### config.mk
export PLATFORM = sky130hd
export DESIGN_NAME = sif_bram_reader_flat
export DESIGN_NICKNAME = d
export VERILOG_FILES = /design/src/rtl/sif_bram_reader_if.sv /design/src/rtl/sif_bram_reader.sv /design/src/flat_wrapper.sv
export SDC_FILE = /design/constraint.sdc
export NUM_CORES = 1
export LEC_CHECK = 0
export CAP_MARGIN = 10
export CORE_MARGIN = 2
export CORE_UTILIZATION = 33
export CTS_BUF_LIST = sky130_fd_sc_hd__clkbuf_16
export DETAILED_ROUTE_END_ITERATION = 6
export GPL_TIMING_DRIVEN = 0
export PLACE_DENSITY = 0.47
export SKIP_LAST_GASP = 1
export SYNTH_ARGS = -nofsm -noshare
export SYNTH_HDL_FRONTEND = slang
export SYNTH_SLANG_ARGS = --single-unit
### constraint.sdc
create_clock -name clk -period 9.2 [get_ports clk]
set_input_delay 1.38 -clock clk [delete_from_list [all_inputs] [get_ports clk]]
set_output_delay 1.38 -clock clk [all_outputs]
set_load 0.05 [all_outputs]
### src/rtl/sif_bram_reader_if.sv
// Interface bundle for sif_bram_reader: burst control, BRAM read port and dn stream.
// master = the reader, slave = the surrounding logic (requester, BRAM, downstream sink).
interface sif_bram_reader_if #(
  parameter int W  = 16,
  parameter int AW = 10
);
  logic          start;
  logic [AW-1:0] base_addr;
  logic [AW:0]   len;
  logic          busy;
  logic          done;
  logic          mem_rd_en;
  logic [AW-1:0] mem_rd_addr;
  logic [W-1:0]  mem_rd_dat;
  logic          dn_vld;
  logic [W-1:0]  dn_dat;
  logic          dn_last;
  logic          dn_rdy;

  modport master (
    input  start, base_addr, len, mem_rd_dat, dn_rdy,
    output busy, done, mem_rd_en, mem_rd_addr, dn_vld, dn_dat, dn_last
  );

  modport slave (
    output start, base_addr, len, mem_rd_dat, dn_rdy,
    input  busy, done, mem_rd_en, mem_rd_addr, dn_vld, dn_dat, dn_last
  );
endinterface

### src/rtl/sif_bram_reader.sv
// Burst reader: streams len words from a fixed-latency BRAM onto a valid/ready port.
// Reads are only issued while in-flight reads plus buffered words leave a free buffer slot.
module sif_bram_reader #(
  parameter int W      = 16,
  parameter int AW     = 10,
  parameter int RD_LAT = 2,
  parameter int BUF_D  = 4
) (
  input logic              clk,
  input logic              rst,
  sif_bram_reader_if.master bus
);
  // state | meaning
  // IDLE  | waiting for start
  // RUN   | issuing BRAM reads under credit control
  // DRAIN | all reads issued, emptying buffer onto dn
  // FIN   | one-cycle done pulse, then back to IDLE
  typedef enum logic [1:0] {IDLE, RUN, DRAIN, FIN} state_t;

  localparam int CW = $clog2(BUF_D + 1);
  localparam int PW = (BUF_D > 1) ? $clog2(BUF_D) : 1;

  if (BUF_D < RD_LAT + 1) begin : g_buf_chk
    $error("sif_bram_reader: BUF_D must be at least RD_LAT+1");
  end
  if ((W % 16) != 0) begin : g_w_chk
    $error("sif_bram_reader: W must be a multiple of 16");
  end

  state_t        state_q, state_d;
  logic [AW-1:0] addr_q, addr_d;
  logic [AW:0]   len_q, len_d;
  logic [AW:0]   issued_q, issued_d;
  logic [AW:0]   sent_q, sent_d;
  logic [CW-1:0] inflight_q, inflight_d;
  logic [CW-1:0] count_q, count_d;
  logic [PW-1:0] wr_ptr_q, wr_ptr_d;
  logic [PW-1:0] rd_ptr_q, rd_ptr_d;
  logic [W-1:0]  buf_q [BUF_D];
  logic [W-1:0]  buf_d [BUF_D];
  logic [RD_LAT-1:0] vpipe_q;
  logic          busy_q, busy_d;
  logic          done_q, done_d;
  logic          rd_en_q;
  logic [AW-1:0] rd_addr_q, rd_addr_d;
  logic          dn_vld_q, dn_vld_d;
  logic [W-1:0]  dn_dat_q, dn_dat_d;
  logic          dn_last_q, dn_last_d;
  logic          push, pop, issue;

  function automatic logic [PW-1:0] ptr_inc(input logic [PW-1:0] p);
    return (p == PW'(BUF_D - 1)) ? '0 : p + PW'(1);
  endfunction

  always_comb begin
    push     = vpipe_q[RD_LAT-1];
    pop      = dn_vld_q & bus.dn_rdy;
    count_d  = count_q + CW'(push) - CW'(pop);
    wr_ptr_d = push ? ptr_inc(wr_ptr_q) : wr_ptr_q;
    rd_ptr_d = pop ? ptr_inc(rd_ptr_q) : rd_ptr_q;
    buf_d    = buf_q;
    if (push) buf_d[wr_ptr_q] = bus.mem_rd_dat;
    sent_d    = sent_q + (AW+1)'(pop);
    state_d   = state_q;
    len_d     = len_q;
    addr_d    = addr_q;
    issued_d  = issued_q;
    rd_addr_d = rd_addr_q;
    issue     = 1'b0;
    case (state_q)
      IDLE: if (bus.start) begin
        len_d    = bus.len;
        addr_d   = bus.base_addr;
        issued_d = '0;
        sent_d   = '0;
        if (bus.len == '0) state_d = FIN;
        else begin
          state_d = RUN;
          issue   = 1'b1;
        end
      end
      // Credits already used this cycle exclude the word leaving the pipe into the buffer.
      RUN:   issue = (issued_q != len_q) &&
                     ((inflight_q - CW'(push) + count_d) < CW'(BUF_D));
      DRAIN: if (sent_d == len_q) state_d = FIN;
      FIN:   state_d = IDLE;
      default: state_d = IDLE;
    endcase
    if (issue) begin
      rd_addr_d = addr_d;
      addr_d    = addr_d + AW'(1);
      issued_d  = issued_d + (AW+1)'(1);
    end
    if (state_q == RUN && issued_d == len_q) state_d = DRAIN;
    inflight_d = inflight_q + CW'(issue) - CW'(push);
    busy_d     = (state_d == RUN) || (state_d == DRAIN);
    done_d     = (state_d == FIN);
    dn_vld_d   = (count_d != '0);
    dn_dat_d   = dn_vld_d ? buf_d[rd_ptr_d] : dn_dat_q;
    dn_last_d  = dn_vld_d && (sent_d == len_d - (AW+1)'(1));
  end

  always_ff @(posedge clk or posedge rst) begin
    if (rst) begin
      state_q    <= IDLE;
      addr_q     <= '0;
      len_q      <= '0;
      issued_q   <= '0;
      sent_q     <= '0;
      inflight_q <= '0;
      count_q    <= '0;
      wr_ptr_q   <= '0;
      rd_ptr_q   <= '0;
      buf_q      <= '{default: '0};
      vpipe_q    <= '0;
      busy_q     <= 1'b0;
      done_q     <= 1'b0;
      rd_en_q    <= 1'b0;
      rd_addr_q  <= '0;
      dn_vld_q   <= 1'b0;
      dn_dat_q   <= '0;
      dn_last_q  <= 1'b0;
    end else begin
      state_q    <= state_d;
      addr_q     <= addr_d;
      len_q      <= len_d;
      issued_q   <= issued_d;
      sent_q     <= sent_d;
      inflight_q <= inflight_d;
      count_q    <= count_d;
      wr_ptr_q   <= wr_ptr_d;
      rd_ptr_q   <= rd_ptr_d;
      buf_q      <= buf_d;
      vpipe_q[0] <= rd_en_q;
      for (int k = 1; k < RD_LAT; k++) vpipe_q[k] <= vpipe_q[k-1];
      busy_q     <= busy_d;
      done_q     <= done_d;
      rd_en_q    <= issue;
      rd_addr_q  <= rd_addr_d;
      dn_vld_q   <= dn_vld_d;
      dn_dat_q   <= dn_dat_d;
      dn_last_q  <= dn_last_d;
    end
  end

  assign bus.busy        = busy_q;
  assign bus.done        = done_q;
  assign bus.mem_rd_en   = rd_en_q;
  assign bus.mem_rd_addr = rd_addr_q;
  assign bus.dn_vld      = dn_vld_q;
  assign bus.dn_dat      = dn_dat_q;
  assign bus.dn_last     = dn_last_q;
endmodule
### src/flat_wrapper.sv
// flat-port wrapper written by rule: the top's interface ports become plain ports
module sif_bram_reader_flat 
#(
  parameter int W      = 16,
  parameter int AW     = 10,
  parameter int RD_LAT = 2,
  parameter int BUF_D  = 4
)
  (clk, rst, bus_start, bus_base_addr, bus_len, bus_mem_rd_dat, bus_dn_rdy, bus_busy, bus_done, bus_mem_rd_en, bus_mem_rd_addr, bus_dn_vld, bus_dn_dat, bus_dn_last);
  sif_bram_reader_if #(.W(W), .AW(AW)) bus_i ();
  input logic clk;
  input logic rst;
  input wire logic [$bits(bus_i.start)-1:0] bus_start;
  input wire logic [$bits(bus_i.base_addr)-1:0] bus_base_addr;
  input wire logic [$bits(bus_i.len)-1:0] bus_len;
  input wire logic [$bits(bus_i.mem_rd_dat)-1:0] bus_mem_rd_dat;
  input wire logic [$bits(bus_i.dn_rdy)-1:0] bus_dn_rdy;
  output wire logic [$bits(bus_i.busy)-1:0] bus_busy;
  output wire logic [$bits(bus_i.done)-1:0] bus_done;
  output wire logic [$bits(bus_i.mem_rd_en)-1:0] bus_mem_rd_en;
  output wire logic [$bits(bus_i.mem_rd_addr)-1:0] bus_mem_rd_addr;
  output wire logic [$bits(bus_i.dn_vld)-1:0] bus_dn_vld;
  output wire logic [$bits(bus_i.dn_dat)-1:0] bus_dn_dat;
  output wire logic [$bits(bus_i.dn_last)-1:0] bus_dn_last;
  assign bus_i.start = bus_start;
  assign bus_i.base_addr = bus_base_addr;
  assign bus_i.len = bus_len;
  assign bus_i.mem_rd_dat = bus_mem_rd_dat;
  assign bus_i.dn_rdy = bus_dn_rdy;
  assign bus_busy = bus_i.busy;
  assign bus_done = bus_i.done;
  assign bus_mem_rd_en = bus_i.mem_rd_en;
  assign bus_mem_rd_addr = bus_i.mem_rd_addr;
  assign bus_dn_vld = bus_i.dn_vld;
  assign bus_dn_dat = bus_i.dn_dat;
  assign bus_dn_last = bus_i.dn_last;
  sif_bram_reader #(.W(W), .AW(AW), .RD_LAT(RD_LAT), .BUF_D(BUF_D)) u_core (.clk(clk), .rst(rst), .bus(bus_i));
endmodule
==> flow_summary.ini <==
[synthesis]
ys_ff_latch = 152
syn_avg_cell_area_um2 = 10.7
ys.flop_type = dfrtp_1
synth_top_area_share_pct = 47.8
ys_warn_count = 0
synth_edf_count = 0
syn_nets = 803
async_flop_share_pct = 100
synth.distinct_cells = 61
synth-seq-area-share_pct = 47.8
netlist_area_um2 = 7950
yosys-top-cells-count = dfrtp_1 (152), mux2_2 (67), nor2_1 (65), nand2_1 (47), xnor2_1 (42)
syn_inst = 744
synth_area_leaders = dfrtp_1 (48%), mux2_2 (9.5%), xnor2_1 (4.6%), nor2_1 (3.1%), o211ai_1 (3.0%)
yosys.area.top_type = dfrtp_1
synth_most_common_cell = dfrtp_1

[sta]
worstMarginPinSlew_ns = 0.822
relSlewSlack_pct = 43.6
setup_ws_ns = 3.21
setup_viol = 0
min_period_over_period_pct = 65.1
min_period_ns = 5.99
finClkSkew_ns = 0.0131
setup_tns_ns = 0
grt_setup_unrepaired = no
slew_violations = 0
hold_violations = 0
timing.fmax_ghz = 0.167

[clock_network]
htreeDepth = 4
ctsLongestPathBuffers = 2
numCtsBuffers = 17
cts.repair.resized = 0
cts_hold_buf = 0
clk_pin_slew_ns = 0.07
cts_sinks = 152
cts_setup_buffers = 0
cts_root_buf = clkbuf_16
clk_latency_ns = 0.43
cts_tree = built

[detailed_routing]
viasPerCell = 5.12
drt-total-wl_um = 21900
antenna_left = 0
dr.pass1.iters = 4
drc = 0
initialDrtViolationCount = 325
wl_per_cell_um = 18.8
vias = 5978

[die]
die_y_um = 159
fp.dieArea_um2 = 25400
start_util_pct = 33.8
fp-row-count = 56
num_io_pins = 72
die_w_um = 159
core_area_um2 = 23500

[global_route]
grt_antenna_before_repair = 0
grt_pass1_vias = 6340
grt_max_degree = 92
grt_overflow = 0
track_usage_pct = 17.8
grt_pass1_wl_um = 35500

[placed_design]
pre_cts_ws_ns = 2.71
port_buffers = 71
gp_congestion = 0.827
dp_hpwl_um = 15400
postPlaceCellArea_um2 = 9100

[finish]
nNetsFinal = 894
final_core_util_pct = 41.0
area_delta_synth_final_pct = 21.4
antenna_cells = 0
postLayoutCellArea_um2 = 9650
drive_gt1_share_pct = 15.1

[worst_setup_path]
arrival_ns = 6.33
worstPathRequired_ns = 9.54
startpoint_type = input port
critPathMaxFanout = 11
path_class = in2reg
worstSetupEndpointType = register

[job]
max_cap_viol_count = 0

[outcome]
status = finished clean

[min_path]
hold_class = reg2reg
path summary, 6_finish.rpt:
| kind | startpoint | endpoint | slack [ns] | cells after the start |
|---|---|---|---|---|
| max reg2reg | u_core.bus.dn_vld | u_core.inflight_q[2] | 4.21 | 18 |
| min reg2reg | u_core.vpipe_q[0] | u_core.vpipe_q[1] | 0.35 | 0 |
| min | u_core.vpipe_q[0] | u_core.vpipe_q[1] | 0.35 | 0 |
| min in group asynchronous | rst | u_core.buf_q[5] | 1.40 | 2 |
| max | bus_dn_rdy | u_core.inflight_q[2] | 3.21 | 19 |
| max in group asynchronous | rst | u_core.buf_q[50] | 6.93 | 3 |
flip-flops by register name, summed over array words and instances, names as in the netlist, 3 cells and up:
| signal | count |
|---|---|
| u_core.bus.dn_dat | 16 |
| u_core.bus.mem_rd_addr | 10 |
| u_core.len_q | 11 |
| u_core.count_q | 3 |
| u_core.buf_q | 64 |
| u_core.addr_q | 10 |
| u_core.sent_q | 11 |
| u_core.issued_q | 11 |
| u_core.inflight_q | 3 |
logic make-up after synthesis:
| group | Yosys count | synth area share (%) |
|---|---|---|
| fa+ha+maj | 18 | 3.02 |
| compound gates | 104 | 9.27 |
| mux | 86 | 11.9 |
| xor+xnor | 73 | 8.67 |
| flops | 152 | 47.8 |
| simple gates | 237 | 15.6 |
| buf+inv | 74 | 3.71 |
per-layer routing:
metal	wire [µm]	part of all wire [%]	GRT usage (%)	vias up
li1	-	-	-	2818
met3	998	4.6	3.59	18
met5	0	0	0	-
met2	10300	47	28.6	163
met1	10300	47	24.4	2979
met4	294	1.3	5.33	0
layout by cell type, fill, tap and decap left out, types with 3 or more instances in the layout:
cell type        netlist  routed
a21oi_1               16      16
a311oi_1               4       4
a31oi_1               22      22
and2_1                 5       5
and3_1                 4       4
and4_1                 6       6
buf_2                 13      13
clkbuf_1              28      28
clkbuf_16              0      17
clkdlybuf4s50_1        0      71
clkinv_4               0       3
dfrtp_1              152     152
ha_1                  16      16
inv_1                 30      30
inv_6                  0       6
inv_8                  0       4
mux2_2                67      67
mux2i_1               19      19
nand2_1               47      47
nand2b_1              10      10
nand3_1               13      13
nand3b_1               4       4
nand4_1                6       6
nor2_1                65      65
nor3_1                13      13
nor4_1                10      10
nor4_2                 3       3
o211ai_1              32      32
o21ai_0                9       9
or3_1                 35      35
or4_1                  3       3
xnor2_1               42      42
xor2_1                27      27
critical path, stage by stage:
cell and delay [ns]:
clkdlybuf4s50_1 0.46, nand2_1 0.19, xnor2_1 0.20, ha_1 0.16
inv_1 0.05, fa_1 0.48, ha_1 0.30, inv_1 0.04
ha_1 0.30, a31oi_4 0.11, xnor2_2 0.61, a31oi_4 0.26
inv_2 0.19, clkbuf_1 0.58, ha_1 0.27, inv_1 0.05
fa_1 0.37, xnor2_1 0.17, xnor2_1 0.14
final cells by class:
cell class,count,area (µm²)
fillers,2338,13900
multi-input cells,518,3850
flip-flops and latches,152,3800
repair buffers,72,738
clock buffers,17,425
well taps,319,399
plain buffers,42,175
clock inverters,15,131
inverters,32,125
through the flow:
step	cells	hold WS, ns
4_1_cts	1167	0.355
3_5_place_dp	1135	0.340
2_1_floorplan	744	0.331
3_3_place_gp	1134	0.336
5_1_grt	1167	0.375
6_report	1167	0.355
Power is not shown: default switching activity piles up to over one toggle a cycle in this logic, so the estimate is an artifact.
